## src/rtl/bali_stack_pkg.sv

```systemverilog
// rtl/bali_stack_pkg.sv - shared states, pop-count constants and width default for the stack sequencer
package bali_stack_pkg;

  localparam int WIDTH_DEFAULT = 32;

  localparam logic [1:0] POP_NONE = 2'd0;
  localparam logic [1:0] POP_ONE  = 2'd1;
  localparam logic [1:0] POP_TWO  = 2'd2;

  typedef enum logic [2:0] {
    IDLE,
    POP_REQ,
    POP_WAIT,
    EXEC,
    PUSH_REQ,
    PUSH_WAIT,
    FINISH
  } seq_state_t;

  // A pop_count of 3 behaves as 2.
  function automatic logic [1:0] clamp_pops(input logic [1:0] pc);
    return (pc == 2'd3) ? POP_TWO : pc;
  endfunction

endpackage

```

## src/rtl/stack_depth_tracker.sv

```systemverilog
// rtl/stack_depth_tracker.sv - stack occupancy counter with empty/full flags
// Instantiated by stack_sequencer only when STACK_SEQ_DEPTH_CHECK_EN is defined.
module stack_depth_tracker
  import bali_stack_pkg::*;
#(
  parameter int DEPTH = 65536
) (
  input  logic clk,
  input  logic rst,
  input  logic i_inc,
  input  logic i_dec,
  output logic o_empty,
  output logic o_full
);

  localparam int CW = $clog2(DEPTH) + 1;

  logic [CW-1:0] r_depth;

  always_ff @(posedge clk) begin
    if (rst) begin
      r_depth <= '0;
    end else if (i_inc && !i_dec) begin
      r_depth <= r_depth + CW'(1);
    end else if (i_dec && !i_inc) begin
      r_depth <= r_depth - CW'(1);
    end
  end

  assign o_empty = (r_depth == '0);
  assign o_full  = (r_depth == CW'(DEPTH));

endmodule

```

## src/rtl/stack_sequencer.sv

```systemverilog
// rtl/stack_sequencer.sv - operand stack command sequencer: pops, ALU round-trip, push, done pulse
// Depth tracking with underflow/overflow error is enabled by defining STACK_SEQ_DEPTH_CHECK_EN.
module stack_sequencer
  import bali_stack_pkg::*;
#(
  parameter int WIDTH = WIDTH_DEFAULT,
  parameter int DEPTH = 65536
) (
  input  logic             clk,
  input  logic             rst,
  input  logic             start,
  input  logic [1:0]       pop_count,
  input  logic             push_result,
  output logic             ready,
  output logic [WIDTH-1:0] operand_a,
  output logic [WIDTH-1:0] operand_b,
  output logic             operands_valid,
  input  logic             result_valid,
  input  logic [WIDTH-1:0] result_value,
  output logic             done,
  output logic             error,
  output logic             stack_trigger,
  output logic             stack_push,
  output logic [WIDTH-1:0] stack_write_value,
  input  logic [WIDTH-1:0] stack_read_value,
  input  logic             stack_done
);

  seq_state_t       r_state;
  logic [1:0]       r_pops_left;
  logic             r_push;
  logic             r_second;
  logic             r_error;
  logic [WIDTH-1:0] r_op_a;
  logic [WIDTH-1:0] r_op_b;
  logic [WIDTH-1:0] r_wval;

  logic             w_skip_pop;
  logic             w_skip_push;
  logic [1:0]       w_start_pops;
  seq_state_t       w_after_pop;

  assign w_start_pops = clamp_pops(pop_count);
  assign w_after_pop  = (r_pops_left > POP_ONE) ? POP_REQ : (r_push ? EXEC : FINISH);

`ifdef STACK_SEQ_DEPTH_CHECK_EN
  logic w_empty;
  logic w_full;

  stack_depth_tracker #(.DEPTH(DEPTH)) u_depth (
    .clk     (clk),
    .rst     (rst),
    .i_inc   ((r_state == PUSH_WAIT) && stack_done),
    .i_dec   ((r_state == POP_WAIT) && stack_done),
    .o_empty (w_empty),
    .o_full  (w_full)
  );

  assign w_skip_pop  = w_empty;
  assign w_skip_push = w_full;
`else
  logic w_unused_depth;
  assign w_unused_depth = (DEPTH > 0);
  assign w_skip_pop     = 1'b0;
  assign w_skip_push    = 1'b0;
`endif

  always_ff @(posedge clk) begin
    if (rst) begin
      r_state     <= IDLE;
      r_pops_left <= POP_NONE;
      r_push      <= 1'b0;
      r_second    <= 1'b0;
      r_error     <= 1'b0;
      r_op_a      <= '0;
      r_op_b      <= '0;
      r_wval      <= '0;
    end else begin
      case (r_state)
        IDLE: begin
          if (start) begin
            r_pops_left <= w_start_pops;
            r_push      <= push_result;
            r_second    <= 1'b0;
            r_op_a      <= '0;
            r_op_b      <= '0;
            if (w_start_pops != POP_NONE) r_state <= POP_REQ;
            else if (push_result)         r_state <= EXEC;
            else                          r_state <= FINISH;
          end
        end
        POP_REQ: begin
          // An underflowing pop is counted as done without touching the stack.
          if (w_skip_pop) begin
            r_error     <= 1'b1;
            r_second    <= 1'b1;
            r_pops_left <= r_pops_left - 2'd1;
            r_state     <= w_after_pop;
          end else begin
            r_state <= POP_WAIT;
          end
        end
        POP_WAIT: begin
          if (stack_done) begin
            if (r_second) r_op_b <= stack_read_value;
            else          r_op_a <= stack_read_value;
            r_second    <= 1'b1;
            r_pops_left <= r_pops_left - 2'd1;
            r_state     <= w_after_pop;
          end
        end
        EXEC: begin
          if (result_valid) begin
            r_wval  <= result_value;
            r_state <= PUSH_REQ;
          end
        end
        PUSH_REQ: begin
          if (w_skip_push) begin
            r_error <= 1'b1;
            r_state <= FINISH;
          end else begin
            r_state <= PUSH_WAIT;
          end
        end
        PUSH_WAIT: begin
          if (stack_done) r_state <= FINISH;
        end
        FINISH:  r_state <= IDLE;
        default: r_state <= IDLE;
      endcase
    end
  end

  assign ready             = (r_state == IDLE);
  assign operands_valid    = (r_state == EXEC);
  assign done              = (r_state == FINISH);
  assign stack_push        = (r_state == PUSH_REQ);
  assign stack_trigger     = ((r_state == POP_REQ) && !w_skip_pop) ||
                             ((r_state == PUSH_REQ) && !w_skip_push);
  assign operand_a         = r_op_a;
  assign operand_b         = r_op_b;
  assign stack_write_value = r_wval;
  assign error             = r_error;

endmodule

```

## config.mk

```make
export PLATFORM = sky130hd
export DESIGN_NAME = stack_sequencer
export DESIGN_NICKNAME = d
export VERILOG_FILES = /design/src/rtl/bali_stack_pkg.sv /design/src/rtl/stack_depth_tracker.sv /design/src/rtl/stack_sequencer.sv
export SDC_FILE = /design/constraint.sdc
export NUM_CORES = 1
export LEC_CHECK = 0
export BUFFER_PORTS_ARGS = -buffer_cell sky130_fd_sc_hd__clkbuf_2
export CAP_MARGIN = 20
export CORE_MARGIN = 5
export CORE_UTILIZATION = 43
export DETAILED_ROUTE_END_ITERATION = 16
export HOLD_SLACK_MARGIN = 0.02
export PLACE_DENSITY_LB_ADDON = 0.1
export SLEW_MARGIN = 20
export SYNTH_ARGS = -nofsm -noshare
export SYNTH_HDL_FRONTEND = slang
export SYNTH_HIERARCHICAL = 1
export SYNTH_SLANG_ARGS = --single-unit
```

## constraint.sdc

```tcl
create_clock -name clk -period 1.4 [get_ports clk]
set_input_delay 0.28 -clock clk [delete_from_list [all_inputs] [get_ports clk]]
set_output_delay 0.28 -clock clk [all_outputs]
set_load 0.01 [all_outputs]
```

==> results of run 1 <==
-- logic make-up after synthesis --
| kind of cell | Yosys count | synth area share [%] |
|---|---|---|
| xor+xnor | 1 | 0.208 |
| mux | 66 | 15.7 |
| simple gates | 193 | 20.6 |
| buf+inv | 35 | 6.21 |
| other cells | 1 | 0.0890 |
| compound gates | 54 | 7.90 |
| fa+ha+maj | 1 | 0.297 |
| flops | 103 | 49.0 |
-- per-layer routing --
metal / global-route usage [%] / vias to the layer above
li1: - / 1928
met1: 24.5 / 1834
met2: 36.3 / 136
met3: 5.15 / 17
met4: 5.32 / 0
met5: 0 / -
-- per-stage QoR --
stage	power, mW	setup TNS (ns)	utilization (%)	instance area (sq um)
5_1_grt	11.0	-17.68	67.3	6520
2_1_floorplan	5.82	-2.87	-	4210
3_3_place_gp	6.63	-3.44	54.4	5270
4_1_cts	10.3	-9.05	63.8	6180
3_5_place_dp	6.66	-5.81	54.4	5270
6_report	10.5	-11.56	67.3	6520
-- cell usage in the layout (no fill, tap or decap), types with 3 or more instances in the layout --
cell	synthesis	final
sky130_fd_sc_hd__dfxtp_2	0	4
sky130_fd_sc_hd__dfxtp_1	103	99
sky130_fd_sc_hd__buf_6	2	23
sky130_fd_sc_hd__nand2_4	0	20
sky130_fd_sc_hd__nor2_1	74	70
sky130_fd_sc_hd__clkbuf_8	0	10
sky130_fd_sc_hd__clkbuf_2	0	166
sky130_fd_sc_hd__a21oi_2	0	23
sky130_fd_sc_hd__buf_12	6	13
sky130_fd_sc_hd__buf_2	8	3
sky130_fd_sc_hd__buf_4	2	16
sky130_fd_sc_hd__mux2i_1	66	64
sky130_fd_sc_hd__clkbuf_16	0	3
sky130_fd_sc_hd__and2_4	0	17
sky130_fd_sc_hd__nor3_1	3	3
sky130_fd_sc_hd__buf_16	0	7
sky130_fd_sc_hd__a21oi_1	38	15
sky130_fd_sc_hd__and2_1	33	16
sky130_fd_sc_hd__nor2_4	0	4
sky130_fd_sc_hd__nand2_1	66	44
-- final timing paths --
check / slack (ns) / endpoint
max reg2reg: -0.23 / operand_a[31]
max: -0.23 / operand_a[31]
min reg2reg: 0.46 / stack_write_value[1]
min: 0.13 / stack_write_value[25]
-- sequential cells by signal, summed over array words and instances (netlist names) --
register / cells
stack_write_value: 32
operand_b: 32
r_pops_left: 2
operand_a: 32
r_push: 1
r_second: 1
r_state: 3
-- layout make-up --
cell class                 instances  share of cell area (%)
clock buffer                      10                    2.11
timing repair buffer             234                    27.5
inverter                           3                   0.211
sequential                       103                    31.7
clock inverter                     6                   0.672
multi-input combinational        316                    35.2
tap                              133                    2.55
-- power by group --
part / internal (mW) / switching (mW) / total, mW
combinational: 2.96 / 2.32 / 5.29
sequential: 3.25 / 0.195 / 3.45
clock: 0.706 / 1.04 / 1.75
-- what timing repair did --
| item | 4_1_cts | 5_1_grt |
|---|---|---|
| setup endpoints to repair | 106 | 107 |
| pin swaps | 26 | 62 |
| resized for setup | 75 | 86 |
| buffers inserted | 22 | 2 |
| gates cloned | 12 | 3 |
-- worst max-delay path, stage by stage, from the launching register on --
cell and delay, ns:
sky130_fd_sc_hd__dfxtp_2 0.36, sky130_fd_sc_hd__buf_6 0.11, sky130_fd_sc_hd__buf_6 0.10, sky130_fd_sc_hd__nand3b_1 0.16
sky130_fd_sc_hd__a21oi_4 0.22, sky130_fd_sc_hd__buf_4 0.18, sky130_fd_sc_hd__clkbuf_16 0.16, sky130_fd_sc_hd__mux2i_1 0.19
sky130_fd_sc_hd__nor2_1 0.05
==> flow_metrics.tcl, run 1 <==
set metrics [dict create \
    hold_class "input pin to register" \
    hold_buffers 0 \
    place.detailed.instances 755 \
    dr.first_iter.drc_count 181 \
    hold_path_startpoint "result_value[25]" \
    critical_path.reg2reg.startpoint "r_state[1]" \
    cts_sinks 103 \
    yosys_most_used_dff "sky130_fd_sc_hd__dfxtp_1" \
    syn_area_sq_mm 0.00421 \
    post_drt_via_cell_ratio 4.86 \
    grt_antenna_before_repair 0 \
    timing_hold_violations_final 0 \
    ys_seq_area_share_pct 49.0 \
    reg2reg_depth 8 \
    nFillCells 783 \
    ff_latch_area_sq_mm 0.00207 \
    number_of_enable_flip_flop_cells_after_synthesis 0 \
    ys_warn_count 6 \
    io_buffer_count 172 \
    grt_start_max_net_pins 54 \
    fmax_ghz 0.613 \
    final_period_minus_worst_setup_slack_ns 1.63 \
    smallest_setup_slack_after_layout_ns -0.231 \
    clock_latency_ns 0.36 \
    detail_route.wirelength_um 12800 \
    run_status "finished, violations left" \
    synth.top_cells.by_count "sky130_fd_sc_hd__dfxtp_1 (103), sky130_fd_sc_hd__nor2_1 (74), sky130_fd_sc_hd__mux2i_1 (66), sky130_fd_sc_hd__nand2_1 (66), sky130_fd_sc_hd__a21oi_1 (38)" \
    maxUsedRoutingLayer "met4" \
    ctsLongestPathBuffers 2 \
    clk_root_buffer_cell "sky130_fd_sc_hd__clkbuf_8" \
    cts.clk_slew.worst_paths_ns 0.10 \
    endpoint_kind "register" \
    gr-total-overflow 0 \
    drv_cap 0 \
    place_hpwl_um 7710 \
    skew_ns 0.00995 \
    synth_top_cells_by_area "sky130_fd_sc_hd__dfxtp_1 (49%), sky130_fd_sc_hd__mux2i_1 (16%), sky130_fd_sc_hd__nor2_1 (6.6%)" \
    met3_length_um 882 \
    dpl_worst_slack_ns -0.119 \
    synth-async-reset-ratio_pct 0 \
    ios 174 \
    yosys.area.top_type_share_pct 49.0 \
    number_of_diodes_added_for_antenna_fixing 0 \
    die-height_um 109 \
    first_global_vias 3858 \
    post-synth-top-count-cell "sky130_fd_sc_hd__dfxtp_1" \
    cts-buffers-inserted 9 \
    cts_htree_levels 3 \
    final-instance-count-excl-fill 805 \
    dieArea_sq_mm 0.0119 \
    area.growth.synth_to_final_pct 54.7 \
    rsz0062_at_grt "yes" \
    cp.required_ns 1.65 \
    ir_worst_vdd_uv 874 \
    hold_depth 3 \
    setup_viol_count_final 105 \
    cp_data_arrival_time_ns 1.88 \
    remaining_drc_errors 0 \
    powerDensity_mw_per_mm2 1610 \
    initial_core_util_pct 43.5 \
    violated_checks "setup timing" \
    syn-instance-count 454 \
    routedLengthMet1_um 5250 \
    synthDistinctLibCells 39 \
    avgRoutedWirePerCell_um 15.9 \
    cts_tree "yes" \
    layout.nets 740 \
    grt_first_pass_wirelength_um 18800 \
    synthesis.nets 527 \
    fraction_of_final_layout_cells_sized_beyond_drive_strength_1_pct 50.1 \
    route.vias.total 3915 \
    critical_path.max_fanout 5 \
    ys_ff_latch 103 \
    synth_top_cell_by_area "sky130_fd_sc_hd__dfxtp_1" \
    num_rows 36 \
    die-width_um 109 \
    place_congestion 0.890 \
    dr.pass1.iters 4 \
    multi_input_area_sq_mm 0.00230 \
    critPathLaunch "r_state[1]" \
    core_area_sq_mm 0.00968 \
    routed-wl-met2_um 6470 \
    post_synth.cell_area_avg_sq_um 9.28 \
    worstSetupPathType "register to register" \
    hold-worst-slack_ns 0.131 \
    finalCritPeriodShare_pct 117 \
    finalMaxSlewViolations 0 \
    timing.critical_path.from_type "register" \
    final_antenna_net_count 0 \
    globalRouteTotalUtil_pct 20.4 \
    leakage_power_nw 3.03 \
]
No activity file was read; power rests on OpenSTA's default activity.
==> inputs of run 2 (changes only) <==
--- a/config.mk
+++ b/config.mk
@@ -11,6 +11,7 @@
 export CORE_UTILIZATION = 43
 export DETAILED_ROUTE_END_ITERATION = 16
 export HOLD_SLACK_MARGIN = 0.02
+export MAX_ROUTING_LAYER = met4
 export PLACE_DENSITY_LB_ADDON = 0.1
 export SLEW_MARGIN = 20
 export SYNTH_ARGS = -nofsm -noshare
==> run 2 against run 1 <==
Compared with the run above:
- flip-flop and latch count unchanged
- final area is 1.5% lower
- the flow still finishes with violations (setup timing)
- critical path depth unchanged
- setup slack improved by 0.023 ns
==> flow_metrics.tcl, run 2 (synthesized netlist as in run 1, its figures left out) <==
set metrics [dict create \
    cp.required_ns 1.66 \
    critical_path.cell_chain "buf_6 > buf_6 > nand3b_1 > a21oi_4 > buf_6 > clkbuf_16 > mux2i_1 > nor2_1" \
    fmax_ghz 0.622 \
    endpoint_kind "register" \
    run_status "finished, violations left" \
    path_buf_inv 4 \
    finalCritPeriodShare_pct 115 \
    clock_latency_ns 0.37 \
    avgRoutedWirePerCell_um 15.8 \
    io_buffer_count 172 \
    dr.pass1.iters 5 \
    area.growth.synth_to_final_pct 52.3 \
    multi_input_area_sq_mm 0.00218 \
    grt_first_pass_wirelength_um 18800 \
    die-height_um 109 \
    ir_worst_vdd_uv 872 \
    final_period_minus_worst_setup_slack_ns 1.61 \
    skew_ns 0.0138 \
    cts-buffers-inserted 9 \
    cp_data_arrival_time_ns 1.87 \
    dieArea_sq_mm 0.0119 \
    grt_start_max_net_pins 54 \
    most_frequent_cells_in_the_layout "sky130_fd_sc_hd__clkbuf_2 (166), sky130_fd_sc_hd__dfxtp_1 (99), sky130_fd_sc_hd__nor2_1 (70), sky130_fd_sc_hd__mux2i_1 (64), sky130_fd_sc_hd__nand2_1 (55)" \
    remaining_drc_errors 0 \
    hold_class "input pin to register" \
    post_drt_via_cell_ratio 4.87 \
    nFillCells 803 \
    violated_checks "setup timing" \
    max_stage_delay_ns 0.36 \
    cts_htree_levels 3 \
    final_common_cell "sky130_fd_sc_hd__clkbuf_2" \
    gr-total-overflow 0 \
    place_congestion 0.905 \
    drv_cap 0 \
    cts_sinks 103 \
    route.vias.total 3922 \
    crit_family "buffers and inverters" \
    cts.clk_slew.worst_paths_ns 0.10 \
    timing.critical_path.from_type "register" \
    setup_viol_count_final 102 \
    layout.nets 741 \
    leakage_power_nw 2.93 \
    first_global_vias 3841 \
    hold_buffers 0 \
    powerDensity_mw_per_mm2 1640 \
    final_instance_area_sq_mm 0.00641 \
    core_area_sq_mm 0.00968 \
    timing.critical_path.depth 8 \
    smallest_setup_slack_after_layout_ns -0.208 \
    globalRouteTotalUtil_pct 21.1 \
    finalMaxSlewViolations 0 \
    dr.first_iter.drc_count 188 \
    worstSetupPathType "register to register" \
    timing_hold_violations_final 0 \
    place_hpwl_um 7710 \
    reg2reg_depth 8 \
    final_antenna_net_count 0 \
    initial_core_util_pct 43.5 \
    post-route-util_pct 66.2 \
    ios 174 \
    ff_latch_area_sq_mm 0.00207 \
    hold_depth 3 \
    critical_path.max_fanout 5 \
    dpl_cell_area_sq_mm 0.00527 \
    crit_path_frequent_cell "sky130_fd_sc_hd__buf_6" \
    rsz0062_at_grt "yes" \
    ctsLongestPathBuffers 2 \
    die-width_um 109 \
    grt_antenna_before_repair 0 \
    clk_root_buffer_cell "sky130_fd_sc_hd__clkbuf_8" \
    num_rows 36 \
    fraction_of_final_layout_cells_sized_beyond_drive_strength_1_pct 47.1 \
    number_of_diodes_added_for_antenna_fixing 0 \
    critPathSlowestCell "sky130_fd_sc_hd__dfxtp_2" \
    detail_route.wirelength_um 12700 \
    cts_tree "yes" \
]
[run 2: cell count changes in the layout (fill, tap and decap cells not counted), moves of 2 or more]
cell                      previous run  this run
sky130_fd_sc_hd__a21oi_1            15        27
sky130_fd_sc_hd__a21oi_2            23        11
sky130_fd_sc_hd__nand2_4            20         8
sky130_fd_sc_hd__nand2_1            44        55
sky130_fd_sc_hd__buf_6              23        25
[run 2: cell type report]
type | instances | area share (%)
clock buffers | 10 | 2.15
clock inverters | 6 | 0.683
inverters | 3 | 0.215
multi-input cells | 316 | 34.0
flip-flops and latches | 103 | 32.2
well taps | 133 | 2.59
repair buffers | 235 | 28.1
[run 2: worst min-delay path, cell delays in order]
cell and delay [ns]:
sky130_fd_sc_hd__clkbuf_2 0.08, sky130_fd_sc_hd__nand2_1 0.04, sky130_fd_sc_hd__a21oi_1 0.05
[run 2: layer usage]
| metal | global-route usage [%] | wire (um) | vias to the layer above |
|---|---|---|---|
| li1 | - | - | 1925 |
| met2 | 36.2 | 6440 | 130 |
| met4 | 5.05 | 97 | 0 |
| met5 | - | 0 | - |
| met3 | 4.68 | 730 | 12 |
| met1 | 25.3 | 5430 | 1855 |
[run 2: metrics by stage]
stage	setup slack (ns)	cells	total power, mW	hold WS, ns	TNS, ns
after global placement	-0.0961	755	6.63	0.441	-3.44
after global routing	-0.292	806	11.1	0.106	-17.28
after floorplan	-0.0478	454	5.82	0.416	-2.87
final	-0.208	806	10.5	0.121	-10.76
after CTS	-0.195	803	10.3	0.111	-9.05
after detailed placement	-0.119	755	6.66	0.446	-5.81
[run 2: path summary, 6_finish.rpt]
check                               end  slack [ns]                   from
setup reg to reg          operand_a[31]       -0.21             r_state[1]
hold reg to reg   stack_write_value[15]        0.45  stack_write_value[15]
hold / removal    stack_write_value[23]        0.12       result_value[23]
setup / recovery          operand_a[31]       -0.21             r_state[1]
[run 2: repair_timing]
action,CTS,global route
resized for setup,75,55
pin swaps,26,54
endpoints found under the setup margin,106,107
gates cloned,12,3
setup buffers,22,4
[run 2: power by group]
part | internal (mW) | switching [mW]
Clock | 0.706 | 1.06
Sequential | 3.25 | 0.193
Combinational | 3.00 | 2.31
